### src/rtl/store_pkg.sv
// Shared definitions for the store sequencer: store-size encodings and FSM states.
package store_pkg;

  localparam logic [1:0] SZ_BYTE = 2'b00;
  localparam logic [1:0] SZ_HALF = 2'b01;
  localparam logic [1:0] SZ_WORD = 2'b10;

  typedef enum logic [2:0] {
    ST_IDLE,
    ST_READ,
    ST_CAPT,
    ST_WRITE,
    ST_DONE,
    ST_ERR
  } st_state_t;

endpackage

### src/rtl/store_sequencer_if.sv
// Request handshake and data-memory bus of the store sequencer.
interface store_sequencer_if;
  logic        start;
  logic [31:0] req_addr;
  logic [31:0] req_data;
  logic [1:0]  req_size;
  logic        busy;
  logic        done;
  logic        err;
  logic [31:0] mem_addr;
  logic        mem_wr;
  logic [31:0] mem_wdata;
  logic [31:0] mem_rdata;
  logic [31:0] mdr_out;

  modport master (
    output start, req_addr, req_data, req_size, mem_rdata,
    input  busy, done, err, mem_addr, mem_wr, mem_wdata, mdr_out
  );

  modport slave (
    input  start, req_addr, req_data, req_size, mem_rdata,
    output busy, done, err, mem_addr, mem_wr, mem_wdata, mdr_out
  );
endinterface

### src/rtl/store_merge.sv
// Merges the store data into the old memory word according to the store size.
module store_merge
  import store_pkg::*;
(
  input  logic [1:0]  size,
  input  logic [31:0] mdr,
  input  logic [31:0] data,
  output logic [31:0] merged
);

  always_comb begin
    merged = mdr;
    case (size)
      SZ_BYTE: merged = {mdr[31:8], data[7:0]};
      SZ_HALF: merged = {mdr[31:16], data[15:0]};
      SZ_WORD: merged = data;
      default: merged = mdr;
    endcase
  end

endmodule

### src/rtl/store_sequencer.sv
// Multicycle store engine: direct word writes, read-modify-write for byte/halfword.
module store_sequencer
  import store_pkg::*;
#(
  parameter int unsigned MEM_LAT = 1
) (
  input  logic             clk,
  input  logic             reset_n,
  store_sequencer_if.slave bus
);

  localparam int unsigned     CW       = (MEM_LAT > 1) ? $clog2(MEM_LAT) : 1;
  localparam logic [CW-1:0]   CNT_LOAD = CW'(MEM_LAT - 1);

  st_state_t     state;
  st_state_t     nxt;
  logic [CW-1:0] cnt;
  logic [31:0]   addr_q;
  logic [31:0]   data_q;
  logic [1:0]    size_q;
  logic [31:0]   mdr_q;
  logic [31:0]   merged;
  logic          busy_q;
  logic          wr_q;
  logic          done_q;
  logic          err_q;

  always_comb begin
    nxt = state;
    case (state)
      ST_IDLE:
        if (bus.start) begin
          case (bus.req_size)
            SZ_WORD:          nxt = ST_WRITE;
            SZ_BYTE, SZ_HALF: nxt = ST_READ;
            default:          nxt = ST_ERR;
          endcase
        end
      ST_READ:  if (cnt == '0) nxt = ST_CAPT;
      ST_CAPT:  nxt = ST_WRITE;
      ST_WRITE: nxt = ST_DONE;
      default:  nxt = ST_IDLE;
    endcase
  end

  // Outputs are registered from the next state so they line up with the state register.
  always_ff @(posedge clk or negedge reset_n) begin
    if (!reset_n) begin
      state  <= ST_IDLE;
      cnt    <= '0;
      addr_q <= '0;
      data_q <= '0;
      size_q <= '0;
      mdr_q  <= '0;
      busy_q <= 1'b0;
      wr_q   <= 1'b0;
      done_q <= 1'b0;
      err_q  <= 1'b0;
    end else begin
      state  <= nxt;
      busy_q <= (nxt != ST_IDLE);
      wr_q   <= (nxt == ST_WRITE);
      done_q <= (nxt == ST_DONE) || (nxt == ST_ERR);
      err_q  <= (nxt == ST_ERR);
      if (state == ST_IDLE && bus.start) begin
        addr_q <= bus.req_addr;
        data_q <= bus.req_data;
        size_q <= bus.req_size;
        cnt    <= CNT_LOAD;
      end
      if (state == ST_READ && cnt != '0) cnt <= cnt - CW'(1);
      if (state == ST_CAPT) mdr_q <= bus.mem_rdata;
    end
  end

  store_merge u_merge (
    .size   (size_q),
    .mdr    (mdr_q),
    .data   (data_q),
    .merged (merged)
  );

  assign bus.busy      = busy_q;
  assign bus.done      = done_q;
  assign bus.err       = err_q;
  assign bus.mem_wr    = wr_q;
  assign bus.mem_addr  = addr_q;
  assign bus.mem_wdata = merged;
  assign bus.mdr_out   = mdr_q;

endmodule

### src/flat_wrapper.sv
// flat-port wrapper written by rule: the top's interface ports become plain ports
module store_sequencer_flat import store_pkg::*;
#(
  parameter int unsigned MEM_LAT = 1
)
  (clk, reset_n, bus_start, bus_req_addr, bus_req_data, bus_req_size, bus_mem_rdata, bus_busy, bus_done, bus_err, bus_mem_addr, bus_mem_wr, bus_mem_wdata, bus_mdr_out);
  store_sequencer_if bus_i ();
  input  logic clk;
  input  logic reset_n;
  input wire logic [$bits(bus_i.start)-1:0] bus_start;
  input wire logic [$bits(bus_i.req_addr)-1:0] bus_req_addr;
  input wire logic [$bits(bus_i.req_data)-1:0] bus_req_data;
  input wire logic [$bits(bus_i.req_size)-1:0] bus_req_size;
  input wire logic [$bits(bus_i.mem_rdata)-1:0] bus_mem_rdata;
  output wire logic [$bits(bus_i.busy)-1:0] bus_busy;
  output wire logic [$bits(bus_i.done)-1:0] bus_done;
  output wire logic [$bits(bus_i.err)-1:0] bus_err;
  output wire logic [$bits(bus_i.mem_addr)-1:0] bus_mem_addr;
  output wire logic [$bits(bus_i.mem_wr)-1:0] bus_mem_wr;
  output wire logic [$bits(bus_i.mem_wdata)-1:0] bus_mem_wdata;
  output wire logic [$bits(bus_i.mdr_out)-1:0] bus_mdr_out;
  assign bus_i.start = bus_start;
  assign bus_i.req_addr = bus_req_addr;
  assign bus_i.req_data = bus_req_data;
  assign bus_i.req_size = bus_req_size;
  assign bus_i.mem_rdata = bus_mem_rdata;
  assign bus_busy = bus_i.busy;
  assign bus_done = bus_i.done;
  assign bus_err = bus_i.err;
  assign bus_mem_addr = bus_i.mem_addr;
  assign bus_mem_wr = bus_i.mem_wr;
  assign bus_mem_wdata = bus_i.mem_wdata;
  assign bus_mdr_out = bus_i.mdr_out;
  store_sequencer #(.MEM_LAT(MEM_LAT)) u_core (.clk(clk), .reset_n(reset_n), .bus(bus_i));
endmodule
### config.mk
export PLATFORM = sky130hd
export DESIGN_NAME = store_sequencer_flat
export DESIGN_NICKNAME = d
export VERILOG_FILES = /design/src/rtl/store_pkg.sv /design/src/rtl/store_sequencer_if.sv /design/src/rtl/store_merge.sv /design/src/rtl/store_sequencer.sv /design/src/flat_wrapper.sv
export SDC_FILE = /design/constraint.sdc
export NUM_CORES = 1
export LEC_CHECK = 0
export ABC_AREA = 1
export CORE_ASPECT_RATIO = 2
export CORE_MARGIN = 5
export CORE_UTILIZATION = 42
export CTS_CLUSTER_SIZE = 16
export DETAILED_ROUTE_END_ITERATION = 6
export PLACE_DENSITY_LB_ADDON = 0.12
export RECOVER_POWER = 25
export SLEW_MARGIN = 20
export SYNTH_ARGS = -nofsm -noshare
export SYNTH_HDL_FRONTEND = slang
export SYNTH_SLANG_ARGS = --single-unit
### constraint.sdc
create_clock -name clk -period 1.4 [get_ports clk]
set_input_delay 0.14 -clock clk [delete_from_list [all_inputs] [get_ports clk]]
set_output_delay 0.14 -clock clk [all_outputs]
set_load 0.05 [all_outputs]
==> reports/summary.md <==
The run finished, with violations left. The checks that failed: negative setup slack. The clock passes through at most 2 buffers. Summing over every cut layer, the via total after detailed routing is 4233.

By area the synthesized netlist is led by dfrtp_1 (60%), nand2_1 (21%), o21ai_0 (5.6%). The slowest stage of the critical path belongs to the cell dfrtp_1. The sum of negative setup slack was -10260 ps. Buffers inserted during clock tree synthesis total 9.

The count of cells along the worst hold path came out at 3. Counting flops and latches in the post-synthesis netlist gives 106. The total die area is 0.0127 sq mm. Counting cells, the worst reg-to-reg path comes to 6. The tools report the endpoint arrival time on the critical path as 1630 ps. The tools report the startpoint class of the critical path as a register.

Setup repair after global routing could not meet its margin everywhere. The height of the chip is 155 microns, and the met1 usage is 24.0%. CTS built an H-tree with a depth of 3.

The cell area after placement was 0.00756 sq mm. In the routed design, unresolved DRC markers number 0. Max-slew violation total from the final report: 0. The run gives 1 as the number of antenna violations at the first check in global routing. Effective utilization at floorplan: 42.3%. The largest single stage delay on the critical path is 390 ps. Together, buffers and inverters on the worst path number 2. The growth of design area from synthesis to finish came out at 83.1%.

Counting flops with an async set or reset pin after synthesis yields a share of 100%. Count of boundary I/O pins: 201. Port buffering added 200 buffers.

The worst hold path class was in -> reg. Clock latency on the worst-skew pair, taken at its later pin, is 360 ps. The post-route minimum period is 1770 ps, and the number of sinks on the clock net is 106. The worst setup path is of the reg -> out kind.

dfrtp_1 takes more of the synthesized area than any other cell. The worst setup path is captured at an output port. The kind of cell with the highest combined delay along the critical path is flip-flops. After the last flow step, the layout net total stands at 843.

The tools report the number of library cell types mapped by synthesis as 19. TritonCTS built the clock tree. Measured along the x axis, the die boundary spans 82.4 microns.

The number of max-cap violations is 0. Setup violations remaining at the end of the flow were counted as 32. For the pin with the worst max-slew slack, the measured transition is 976 ps. The top cell type by area accounts for 60.3% of the synthesized area. For this run, global-route usage on met3 was measured as 5.30%. The final antenna-violating net count was 0. The clock transition time at the flip-flop clock pins of the worst setup and hold paths is 80 ps. The layer carrying the most global-route usage was met2. The met2 layer usage reported by global route was 41.5%.

Post-synth net total: 626. The first-pass GRT wire length was 22200 microns. Counting instances in the post-synthesis netlist gives the leading cell types as nand2_1 (251), dfrtp_1 (106), o21ai_0 (49). The overall routing resource usage was 23.1%. For the minimum setup slack in the final design, the log shows -370 ps. The finished cells cover 0.00806 sq mm. Yosys mapped a number of flops with a built-in enable equal to 0.

The largest fanout on the critical path is 15. Required time at the endpoint of the critical path: 1260 ps. Each instance of the synthesized netlist takes up on average 8.38 sq um. The tools report the overflow left after global routing as 0.

The routed length per placed instance works out to 16.7 microns. For the post-synthesis cell count, the log shows 525. Static timing analysis puts the maximum clock frequency at 0.565 GHz. The row count came out at 53.

Buffer type at the clock tree root: clkbuf_16. Number of global-route vias before repair: 4380. For this run, the leading register cell type out of synthesis is dfrtp_1.

The count of warnings emitted by yosys is 0, and the ratio of cells with drive above 1 in the final layout is 25.4%. The fraction of the yosys area taken by sequential cells is 60.3%. The final layout contains routed wiring with a total length of 14800 microns.

Summed over all nets, the half-perimeter wirelength after detailed placement is 10900 microns. The pre-antenna-repair detailed-routing pass consisted of 4 iterations. In this run the number of cells on the critical path is 4. The logs give 164 for the violation count after the first detailed-routing iteration and 0 for the final hold violation count. The signal on the critical path passes through or2_4 > clkbuf_16 > o21ai_2 > buf_12. The cell with the most instances after synthesis is nand2_1. For the final database, setup skew stands at 9.89 ps. The final critical path takes up 126% of the cycle.

The detail-routed via count per cell was 4.78; the final estimated routing congestion in global placement was 0.823. The logs give 0.0104 sq mm for the total core area and 39 for the largest net degree at the start of global routing. The logs give 34.9% for the relative slew slack and 0.00440 sq mm for the summed instance area of the synthesized netlist.
-- sequential cells by signal (all words and copies together), names as in the netlist --
| signal | cells |
|---|---|
| u_core.bus.busy | 1 |
| u_core.bus.mem_wr | 1 |
| u_core.size_q | 2 |
| u_core.state | 3 |
| u_core.bus.mdr_out | 32 |
| u_core.bus.err | 1 |
| u_core.data_q | 32 |
| u_core.bus.done | 1 |
| u_core.bus.mem_addr | 32 |
| u_core.cnt | 1 |
-- metal layers --
layer / vias to the layer above / wire, microns
met5: - / 0
met4: 0 / 592
met3: 33 / 857
met2: 134 / 8340
met1: 2038 / 5000
li1: 2028 / -
-- worst paths after layout --
path,slack [ps],end,start
setup reg to reg,80,u_core.data_q[19]$_DFFE_PN0P_,u_core.state[2]$_DFF_PN0_
hold reg to reg,480,u_core.bus.mem_addr[4]$_DFFE_PN0P_,u_core.bus.mem_addr[4]$_DFFE_PN0P_
setup / recovery,-370,bus_mem_wdata[19],u_core.size_q[0]$_DFFE_PN0P_
hold / removal,320,u_core.bus.mdr_out[3]$_DFFE_PN0N_,bus_mem_rdata[3]
min in group asynchronous,460,u_core.data_q[16]$_DFFE_PN0P_,reset_n
max in group asynchronous,110,u_core.bus.mem_addr[29]$_DFFE_PN0P_,reset_n
-- placed cells by master, fill, tap and decap left out, types with 2 or more instances in the layout --
master	count
o21ai_4	15
clkdlybuf4s50_1	99
buf_12	73
a21oi_2	7
nand2_1	248
clkinv_2	2
o21ai_0	32
nor2_4	3
dfrtp_1	106
clkbuf_16	12
buf_4	49
inv_1	43
clkbuf_1	2
nand2_2	3
a21oi_4	9
buf_6	4
nand3_1	5
nor2_1	18
-- area by class of cell --
| class | count | area [sq um] |
|---|---|---|
| diodes | 1 | 2.50 |
| clock buffers | 10 | 229 |
| clock inverters | 6 | 65.1 |
| fillers | 678 | 2350 |
| inverters | 45 | 176 |
| multi-input cells | 349 | 1780 |
| flip-flops and latches | 106 | 2650 |
| well taps | 137 | 171 |
| repair buffers | 231 | 2980 |
-- tightest hold or removal path: cells and delay by family --
family	cells	cell delay [ps]
buffers and inverters	1	390
AND/OR/NAND/NOR	2	100
-- metrics by stage --
step / std cells / hold WS [ps] / util, % / worst slack [ps]
after floorplan: 525 / -156 / - / -249
final: 885 / 317 / 77.4 / -370
after CTS: 877 / 185 / 76.1 / -354
after global placement: 859 / 18.7 / 72.6 / -52.7
after detailed placement: 859 / 19.0 / 72.6 / -84.7
after global routing: 885 / 326 / 77.4 / -418
-- timing repair --
item                                    in CTS  in global routing
endpoints found under the setup margin      32                 72
hold buffers                                 1                  0
endpoints found under the hold margin      106                  0
setup buffers                                1                  4
cloned                                       0                  3
pin swaps                                    1                  2
resized for setup                           14                  9
-- cell families after synthesis --
logic type | count (synthesis) | synth area share (%)
simple gates | 283 | 25.1
flops | 106 | 60.3
compound gates | 66 | 7.54
buf+inv | 70 | 7.05
Power is left out: the tool's default activity adds up to more than one toggle a clock period on the data nets, which glitch-free logic cannot reach.
